### src/rtl/bomb_launch_ctrl_pkg.sv
// Shared constants and state codes for the bomb launch sequencer.
package bomb_launch_ctrl_pkg;

  localparam int BOMB_MAX_HOLD          = 3;
  localparam int BOMB_INIT_HOLD         = 1;
  localparam int BOMB_CNT_BIT_LEN       = 2;
  localparam int BOMB_FLASH_FRAMES      = 8;
  localparam int BOMB_COOLDOWN_FRAMES   = 30;
  localparam int BOMB_FRAME_CNT_BIT_LEN = 6;

  typedef enum logic [1:0] {
    BOMB_ST_IDLE     = 2'd0,
    BOMB_ST_FLASH    = 2'd1,
    BOMB_ST_COOLDOWN = 2'd2
  } bomb_st_e;

endpackage

### src/rtl/bomb_launch_ctrl_if.sv
// Game-side bus of the bomb launch sequencer: control inputs and status outputs.
interface bomb_launch_ctrl_if
  import bomb_launch_ctrl_pkg::*;
#(
  parameter int CNT_W = BOMB_CNT_BIT_LEN
);
  logic             en_i;
  logic             restart_i;
  logic             v_sync_i;
  logic             key_bomb_i;
  logic             bonus_get_i;
  logic [CNT_W-1:0] bomb_cnt_o;
  logic             clear_all_o;
  logic             flash_o;
  logic             busy_o;

  modport master (
    output en_i, restart_i, v_sync_i, key_bomb_i, bonus_get_i,
    input  bomb_cnt_o, clear_all_o, flash_o, busy_o
  );

  modport slave (
    input  en_i, restart_i, v_sync_i, key_bomb_i, bonus_get_i,
    output bomb_cnt_o, clear_all_o, flash_o, busy_o
  );
endinterface

### src/rtl/key_sync_edge.sv
// Two-flop synchronizer for an asynchronous key level plus a one-cycle
// rising-edge pulse. A held key produces exactly one pulse.
module key_sync_edge (
  input  logic clk,
  input  logic rst,
  input  logic d,
  output logic rise
);
  // [0],[1] synchronize; [2] is the previous synchronized value
  logic [2:0] sync_pipe;

  // shift the raw key level through the synchronizer and history flop
  always_ff @(posedge clk or posedge rst) begin
    if (rst) sync_pipe <= '0;
    else     sync_pipe <= {sync_pipe[1:0], d};
  end

  assign rise = sync_pipe[1] & ~sync_pipe[2];
endmodule

### src/rtl/bomb_launch_ctrl.sv
// Bomb inventory and launch sequencer: launch key -> one-cycle global clear,
// then a frame-timed flash followed by a cooldown before the next launch.
module bomb_launch_ctrl
  import bomb_launch_ctrl_pkg::*;
#(
  parameter int MAX_BOMB          = BOMB_MAX_HOLD,
  parameter int INIT_BOMB         = BOMB_INIT_HOLD,
  parameter int BOMB_CNT_BIT_LEN  = bomb_launch_ctrl_pkg::BOMB_CNT_BIT_LEN,
  parameter int FLASH_FRAMES      = BOMB_FLASH_FRAMES,
  parameter int COOLDOWN_FRAMES   = BOMB_COOLDOWN_FRAMES,
  parameter int FRAME_CNT_BIT_LEN = BOMB_FRAME_CNT_BIT_LEN
) (
  input logic               clk_run,
  input logic               rst,
  bomb_launch_ctrl_if.slave bus
);
  localparam int CW = BOMB_CNT_BIT_LEN;
  localparam int FW = FRAME_CNT_BIT_LEN;

  bomb_st_e        state, state_nxt;
  logic [CW-1:0]   bomb_cnt, cnt_nxt;
  logic [FW-1:0]   frame_cnt, frame_nxt;
  logic            clear_q, clear_nxt;
  logic            flash_q, flash_nxt;
  logic            busy_q, busy_nxt;
  logic            key_rise;
  logic            vs_prev;
  logic            frame_tick;
  logic            launch;
  logic            frame_last;

  key_sync_edge u_key_sync (
    .clk  (clk_run),
    .rst  (rst),
    .d    (bus.key_bomb_i),
    .rise (key_rise)
  );

  // remember last v_sync level so a frame tick is one cycle per frame
  always_ff @(posedge clk_run or posedge rst) begin
    if (rst) vs_prev <= 1'b0;
    else     vs_prev <= bus.v_sync_i;
  end

  assign frame_tick = bus.v_sync_i & ~vs_prev;
  assign launch     = (state == BOMB_ST_IDLE) & key_rise & bus.en_i & (bomb_cnt != '0);
  // true when the next frame tick completes the current phase
  assign frame_last = (state == BOMB_ST_FLASH) ? (frame_cnt == FW'(FLASH_FRAMES - 1))
                                               : (frame_cnt == FW'(COOLDOWN_FRAMES - 1));

  // state and every output are registered; restart/en gating lives in the comb blocks
  always_ff @(posedge clk_run or posedge rst) begin
    if (rst) begin
      state     <= BOMB_ST_IDLE;
      bomb_cnt  <= CW'(INIT_BOMB);
      frame_cnt <= '0;
      clear_q   <= 1'b0;
      flash_q   <= 1'b0;
      busy_q    <= 1'b0;
    end else begin
      state     <= state_nxt;
      bomb_cnt  <= cnt_nxt;
      frame_cnt <= frame_nxt;
      clear_q   <= clear_nxt;
      flash_q   <= flash_nxt;
      busy_q    <= busy_nxt;
    end
  end

  // next state: restart wins, en_i=0 freezes, key presses outside IDLE are dropped
  always_comb begin
    state_nxt = state;
    if (bus.restart_i) begin
      state_nxt = BOMB_ST_IDLE;
    end else if (bus.en_i) begin
      case (state)
        BOMB_ST_IDLE:     if (launch)                  state_nxt = BOMB_ST_FLASH;
        BOMB_ST_FLASH:    if (frame_tick && frame_last) state_nxt = BOMB_ST_COOLDOWN;
        BOMB_ST_COOLDOWN: if (frame_tick && frame_last) state_nxt = BOMB_ST_IDLE;
        default:                                       state_nxt = BOMB_ST_IDLE;
      endcase
    end
  end

  // next outputs: inventory, frame counter and clear pulse
  always_comb begin
    cnt_nxt   = bomb_cnt;
    frame_nxt = frame_cnt;
    clear_nxt = 1'b0;
    if (bus.restart_i) begin
      cnt_nxt   = CW'(INIT_BOMB);
      frame_nxt = '0;
    end else if (bus.en_i) begin
      // launch+bonus together nets to no change, so no saturation loss at MAX
      if (launch && !bus.bonus_get_i)
        cnt_nxt = bomb_cnt - CW'(1);
      else if (bus.bonus_get_i && !launch && (bomb_cnt < CW'(MAX_BOMB)))
        cnt_nxt = bomb_cnt + CW'(1);
      clear_nxt = launch;
      if (launch)
        frame_nxt = '0;
      else if ((state != BOMB_ST_IDLE) && frame_tick)
        frame_nxt = frame_last ? '0 : frame_cnt + FW'(1);
    end
    flash_nxt = (state_nxt == BOMB_ST_FLASH);
    busy_nxt  = (state_nxt != BOMB_ST_IDLE);
  end

  assign bus.bomb_cnt_o  = bomb_cnt;
  assign bus.clear_all_o = clear_q;
  assign bus.flash_o     = flash_q;
  assign bus.busy_o      = busy_q;
endmodule

### src/flat_wrapper.sv
// flat-port wrapper written by rule: the top's interface ports become plain ports
module bomb_launch_ctrl_flat import bomb_launch_ctrl_pkg::*;
#(
  parameter int MAX_BOMB          = BOMB_MAX_HOLD,
  parameter int INIT_BOMB         = BOMB_INIT_HOLD,
  parameter int BOMB_CNT_BIT_LEN  = bomb_launch_ctrl_pkg::BOMB_CNT_BIT_LEN,
  parameter int FLASH_FRAMES      = BOMB_FLASH_FRAMES,
  parameter int COOLDOWN_FRAMES   = BOMB_COOLDOWN_FRAMES,
  parameter int FRAME_CNT_BIT_LEN = BOMB_FRAME_CNT_BIT_LEN
)
  (clk_run, rst, bus_en_i, bus_restart_i, bus_v_sync_i, bus_key_bomb_i, bus_bonus_get_i, bus_bomb_cnt_o, bus_clear_all_o, bus_flash_o, bus_busy_o);
  bomb_launch_ctrl_if bus_i ();
  input logic clk_run;
  input logic rst;
  input wire logic [$bits(bus_i.en_i)-1:0] bus_en_i;
  input wire logic [$bits(bus_i.restart_i)-1:0] bus_restart_i;
  input wire logic [$bits(bus_i.v_sync_i)-1:0] bus_v_sync_i;
  input wire logic [$bits(bus_i.key_bomb_i)-1:0] bus_key_bomb_i;
  input wire logic [$bits(bus_i.bonus_get_i)-1:0] bus_bonus_get_i;
  output wire logic [$bits(bus_i.bomb_cnt_o)-1:0] bus_bomb_cnt_o;
  output wire logic [$bits(bus_i.clear_all_o)-1:0] bus_clear_all_o;
  output wire logic [$bits(bus_i.flash_o)-1:0] bus_flash_o;
  output wire logic [$bits(bus_i.busy_o)-1:0] bus_busy_o;
  assign bus_i.en_i = bus_en_i;
  assign bus_i.restart_i = bus_restart_i;
  assign bus_i.v_sync_i = bus_v_sync_i;
  assign bus_i.key_bomb_i = bus_key_bomb_i;
  assign bus_i.bonus_get_i = bus_bonus_get_i;
  assign bus_bomb_cnt_o = bus_i.bomb_cnt_o;
  assign bus_clear_all_o = bus_i.clear_all_o;
  assign bus_flash_o = bus_i.flash_o;
  assign bus_busy_o = bus_i.busy_o;
  bomb_launch_ctrl #(.MAX_BOMB(MAX_BOMB), .INIT_BOMB(INIT_BOMB), .BOMB_CNT_BIT_LEN(BOMB_CNT_BIT_LEN), .FLASH_FRAMES(FLASH_FRAMES), .COOLDOWN_FRAMES(COOLDOWN_FRAMES), .FRAME_CNT_BIT_LEN(FRAME_CNT_BIT_LEN)) u_core (.clk_run(clk_run), .rst(rst), .bus(bus_i));
endmodule
### config.mk
export PLATFORM = sky130hd
export DESIGN_NAME = bomb_launch_ctrl_flat
export DESIGN_NICKNAME = d
export VERILOG_FILES = /design/src/rtl/bomb_launch_ctrl_pkg.sv /design/src/rtl/bomb_launch_ctrl_if.sv /design/src/rtl/key_sync_edge.sv /design/src/rtl/bomb_launch_ctrl.sv /design/src/flat_wrapper.sv
export SDC_FILE = /design/constraint.sdc
export NUM_CORES = 1
export LEC_CHECK = 0
export CORE_MARGIN = 5
export CORE_UTILIZATION = 50
export CTS_BUF_LIST = sky130_fd_sc_hd__clkbuf_4 sky130_fd_sc_hd__clkbuf_8 sky130_fd_sc_hd__clkbuf_16
export DETAILED_ROUTE_END_ITERATION = 16
export PLACE_DENSITY_LB_ADDON = 0.12
export SLEW_MARGIN = 10
export SYNTH_ARGS = -nofsm -noshare
export SYNTH_HDL_FRONTEND = slang
export SYNTH_SLANG_ARGS = --single-unit
### constraint.sdc
create_clock -name clk_run -period 2.4 [get_ports clk_run]
set_clock_uncertainty 0.15 [all_clocks]
set_input_delay 0.48 -clock clk_run [delete_from_list [all_inputs] [get_ports clk_run]]
set_output_delay 0.48 -clock clk_run [all_outputs]
set_load 0.02 [all_outputs]
==> flow_metrics.env <==
export IMPL_flop2flop_setup_slack_ns=0.42
export IMPL_floorplan_die_area_sq_um=2589
export IMPL_comb_power_share_pct=13.1
export IMPL_synth_seq_cells=17
export IMPL_power_sequential_fraction_pct=56.8
export IMPL_timing_critical_path_from="u_core.bus.bomb_cnt_o[0]$_DFFE_PP1P_"
export IMPL_std_cell_rows=14
export IMPL_timing_critical_path_fanout_max=6
export IMPL_synth_net_count=93
export IMPL_status="finished, final reports clean"
export IMPL_synth_cell_area_sq_um=835.8
export IMPL_critical_path_arrival_ns=1.48
export IMPL_clock_sink_count=17
export IMPL_yosys_most_used_dff="sky130_fd_sc_hd__dfrtp_1"
export IMPL_route_vias_total=723
export IMPL_floorplan_core_area_sq_um=1541
export IMPL_ratio_of_cells_with_drive_above_1_in_the_final_layout_pct=13.00
export IMPL_finalSetupViolCount=0
export IMPL_power_share_clock_pct=30.1
export IMPL_place_congestion=0.8994
export IMPL_grt_first_pass_wirelength_um=3022
export IMPL_drt_drc=0
export IMPL_place_port_buffers=11
export IMPL_r2r_end="u_core.frame_cnt[3]$_DFFE_PP0P_"
export IMPL_critPathLaunchType="register"
export IMPL_totalNegativeSetupSlack_ns=0
export IMPL_max_slew_margin_rel_pct=58.61
export IMPL_tightestPinTransition_ns=0.6201
export IMPL_cts_tree="built"
export IMPL_required_ns=1.77
export IMPL_fin_worst_hold_slack_ns=0.2081
export IMPL_clk_path_buf_depth=2
export IMPL_cts_inserted_buffers=3
export IMPL_cpLargestDelayFamily="buffers and inverters"
export IMPL_min_to="u_core.u_key_sync.sync_pipe[1]$_DFF_PP0_"
export IMPL_max_cap_violations=0
export IMPL_synth_async_sr_flop_share_pct=100.0
export IMPL_die_w_um=50.89
export IMPL_layout_nets=109
export IMPL_post_synth_top_area_cell="sky130_fd_sc_hd__dfrtp_1"
export IMPL_yosysUniqueCellTypes=33
export IMPL_layout_area_overhead_pct=19.16
export IMPL_h_tree_depth=1
export IMPL_hold_viol=0
export IMPL_p_switching_uw=129.6
export IMPL_cpMaxStageDelayCell="sky130_fd_sc_hd__clkdlybuf4s50_1"
export IMPL_final_period_utilization_pct=87.94
export IMPL_hold_start="u_core.u_key_sync.sync_pipe[0]$_DFF_PP0_"
export IMPL_initialDrtViolationCount=13
export IMPL_routed_via_density=6.233
export IMPL_timing_setup_critical_path_class="reg2out"
export IMPL_ff2ff_path_depth=5
export IMPL_slowest_delay_ns=0.61
export IMPL_first_pass_iters=4
export IMPL_antenna_cells_inserted=0
export IMPL_synth_largest_type_area_fraction_pct=47.90
export IMPL_grt_setup_unrepaired="no"
export IMPL_floorplan_initialDensity_pct=54.22
export IMPL_largest_net_degree_at_the_start_of_global_routing=18
export IMPL_globalRouteTotalUtil_pct=14.95
export IMPL_route_final_wire_length_um=1699
export IMPL_ioPinCount=12
export IMPL_hold_path_depth=0
export IMPL_dp_hpwl_um=1262
export IMPL_globalRoute_totalOverflow=0
export IMPL_yosysWarnings=0
export IMPL_p_int_uw=406.5
export IMPL_postSynthAreaPerCell_sq_um=9.833
export IMPL_worstHoldPathType="reg2reg"
export IMPL_synth_cells=85
export IMPL_yosysSeqAreaShare_pct=51.05
export IMPL_clk_pin_slew_worst_paths_ns=0.10
export IMPL_worstSetupEndpointType="output port"
export IMPL_clk_root_buffer_cell="sky130_fd_sc_hd__clkbuf_4"
export IMPL_routedWlPerCell_um=14.65
export IMPL_leakage_power_total_nw=0.4057
export IMPL_slew_viol_final=0
export IMPL_power_switching_share_pct=24.17
export IMPL_die_height_um=50.89
export IMPL_synth_edf_count=0
export IMPL_maxClockFrequency_mhz=473.8
export IMPL_timing_critical_path_buf_inv=1
export IMPL_first_global_vias=700
export IMPL_r2r_start="u_core.frame_cnt[3]$_DFFE_PP0P_"
export IMPL_worstPathCellList="clkdlybuf4s50_1"
export IMPL_netlist_top_cells_area="sky130_fd_sc_hd__dfrtp_1 (48%), sky130_fd_sc_hd__a21oi_1 (8.4%), sky130_fd_sc_hd__dfstp_2 (3.1%)"
export IMPL_hold_buffers=0
export IMPL_ctsResizeCount=0
export IMPL_worst_skew_pair_late_latency_ns=0.28
export IMPL_detail_route_antenna_nets=0
export IMPL_vdd_ir_drop_worst_v=0.0004058
export IMPL_antenna_violations_before_repair=0
export IMPL_post_cts_buffers=0
export IMPL_p_per_area_nw_per_um2=538.2
export IMPL_layout_min_cycle_time_ns=2.110
==> layout by cell type (no fill, tap or decap), drive strengths merged, types with 3 or more instances in the layout <==
cell	instances
nand3	3
clkdlybuf4s50	11
o21ai	4
nand4	3
nor2	7
nor3	3
a21oi	14
clkbuf	4
dfrtp	16
nand2	6
==> Yosys cell counts, drive strengths merged (2+ instances only) <==
cell type	n
a21oi	14
and3	2
dfrtp	16
inv	2
nand2	6
nand3	3
nand3b	2
nand4	3
nor2	7
nor3	3
nor3b	2
o211ai	2
o21ai	4
or3	2
==> power groups by stage <==
| stage | Combinational [mW] | Clock, mW | Sequential, mW |
|---|---|---|---|
| finish | 0.0703 | 0.161 | 0.304 |
| global route | 0.0777 | 0.183 | 0.307 |
| CTS | 0.0715 | 0.169 | 0.305 |
| detailed placement | 0.0711 | 0 | 0.310 |
| global placement | 0.0702 | 0 | 0.310 |
| floorplan | 0.0331 | 0 | 0.316 |
==> cells by family (layout without fill, tap and decap cells) <==
logic type | Yosys count | count (layout) | share of synthesized area, %
multiplexers | 1 | 1 | 1.198
XOR/XNOR | 1 | 1 | 1.048
AO/OA/AOI/OAI | 23 | 23 | 15.57
adder cells (fa/ha/maj) | 1 | 1 | 1.497
flip-flops | 17 | 17 | 51.05
AND/OR/NAND/NOR | 38 | 38 | 26.95
buffers and inverters | 4 | 19 | 2.694
==> stage by stage <==
| stage | setup slack (ns) | cells | instance area, sq um | power (mW) | util (%) |
|---|---|---|---|---|---|
| finish | 0.2895 | 116 | 996.0 | 0.5361 | 64.61 |
| global route | 0.1727 | 116 | 996.0 | 0.5674 | 64.61 |
| CTS | 0.2757 | 116 | 996.0 | 0.5448 | 64.61 |
| detailed placement | 0.08452 | 112 | 965.9 | 0.3815 | 62.66 |
| global placement | 0.1227 | 112 | 965.9 | 0.3802 | 62.66 |
| floorplan | 0.4720 | 85 | 835.8 | 0.3491 | - |
==> how the worst max path moves through the flow <==
stage	end	slack, ns	cells past startpoint
floorplan	u_core.bus.bomb_cnt_o[1]$_DFFE_PP0P_	0.47	6
global placement	u_core.frame_cnt[3]$_DFFE_PP0P_	0.12	6
detailed placement	u_core.frame_cnt[3]$_DFFE_PP0P_	0.08	6
CTS	bus_bomb_cnt_o[0]	0.28	1
global route	u_core.frame_cnt[5]$_DFFE_PP0P_	0.17	6
finish	bus_bomb_cnt_o[0]	0.29	1
==> final cells by class <==
class                           count  area (sq um)
Clock buffer                        4         30.03
Fill cell                         132         545.5
Inverter                            2         7.507
Multi-Input combinational cell     64         386.6
Sequential cell                    17         426.7
Tap cell                           16         20.02
Timing Repair Buffer               13         125.1
==> per-layer routing <==
layer	global-route usage [%]	up-vias	routed length, um
met5	0	-	0
met4	7.234	0	40
met3	4.360	6	84
met2	23.35	19	811
met1	18.85	353	763
li1	-	345	-
==> flip-flops by register name (all words and copies together) (netlist names) <==
register,cells
u_core.frame_cnt,6
u_core.u_key_sync.sync_pipe,3
u_core.bus.bomb_cnt_o,2
u_core.state,2
u_core.bus.busy_o,1
u_core.bus.clear_all_o,1
u_core.bus.flash_o,1
u_core.vs_prev,1
No activity file was read; power rests on OpenSTA's default activity.
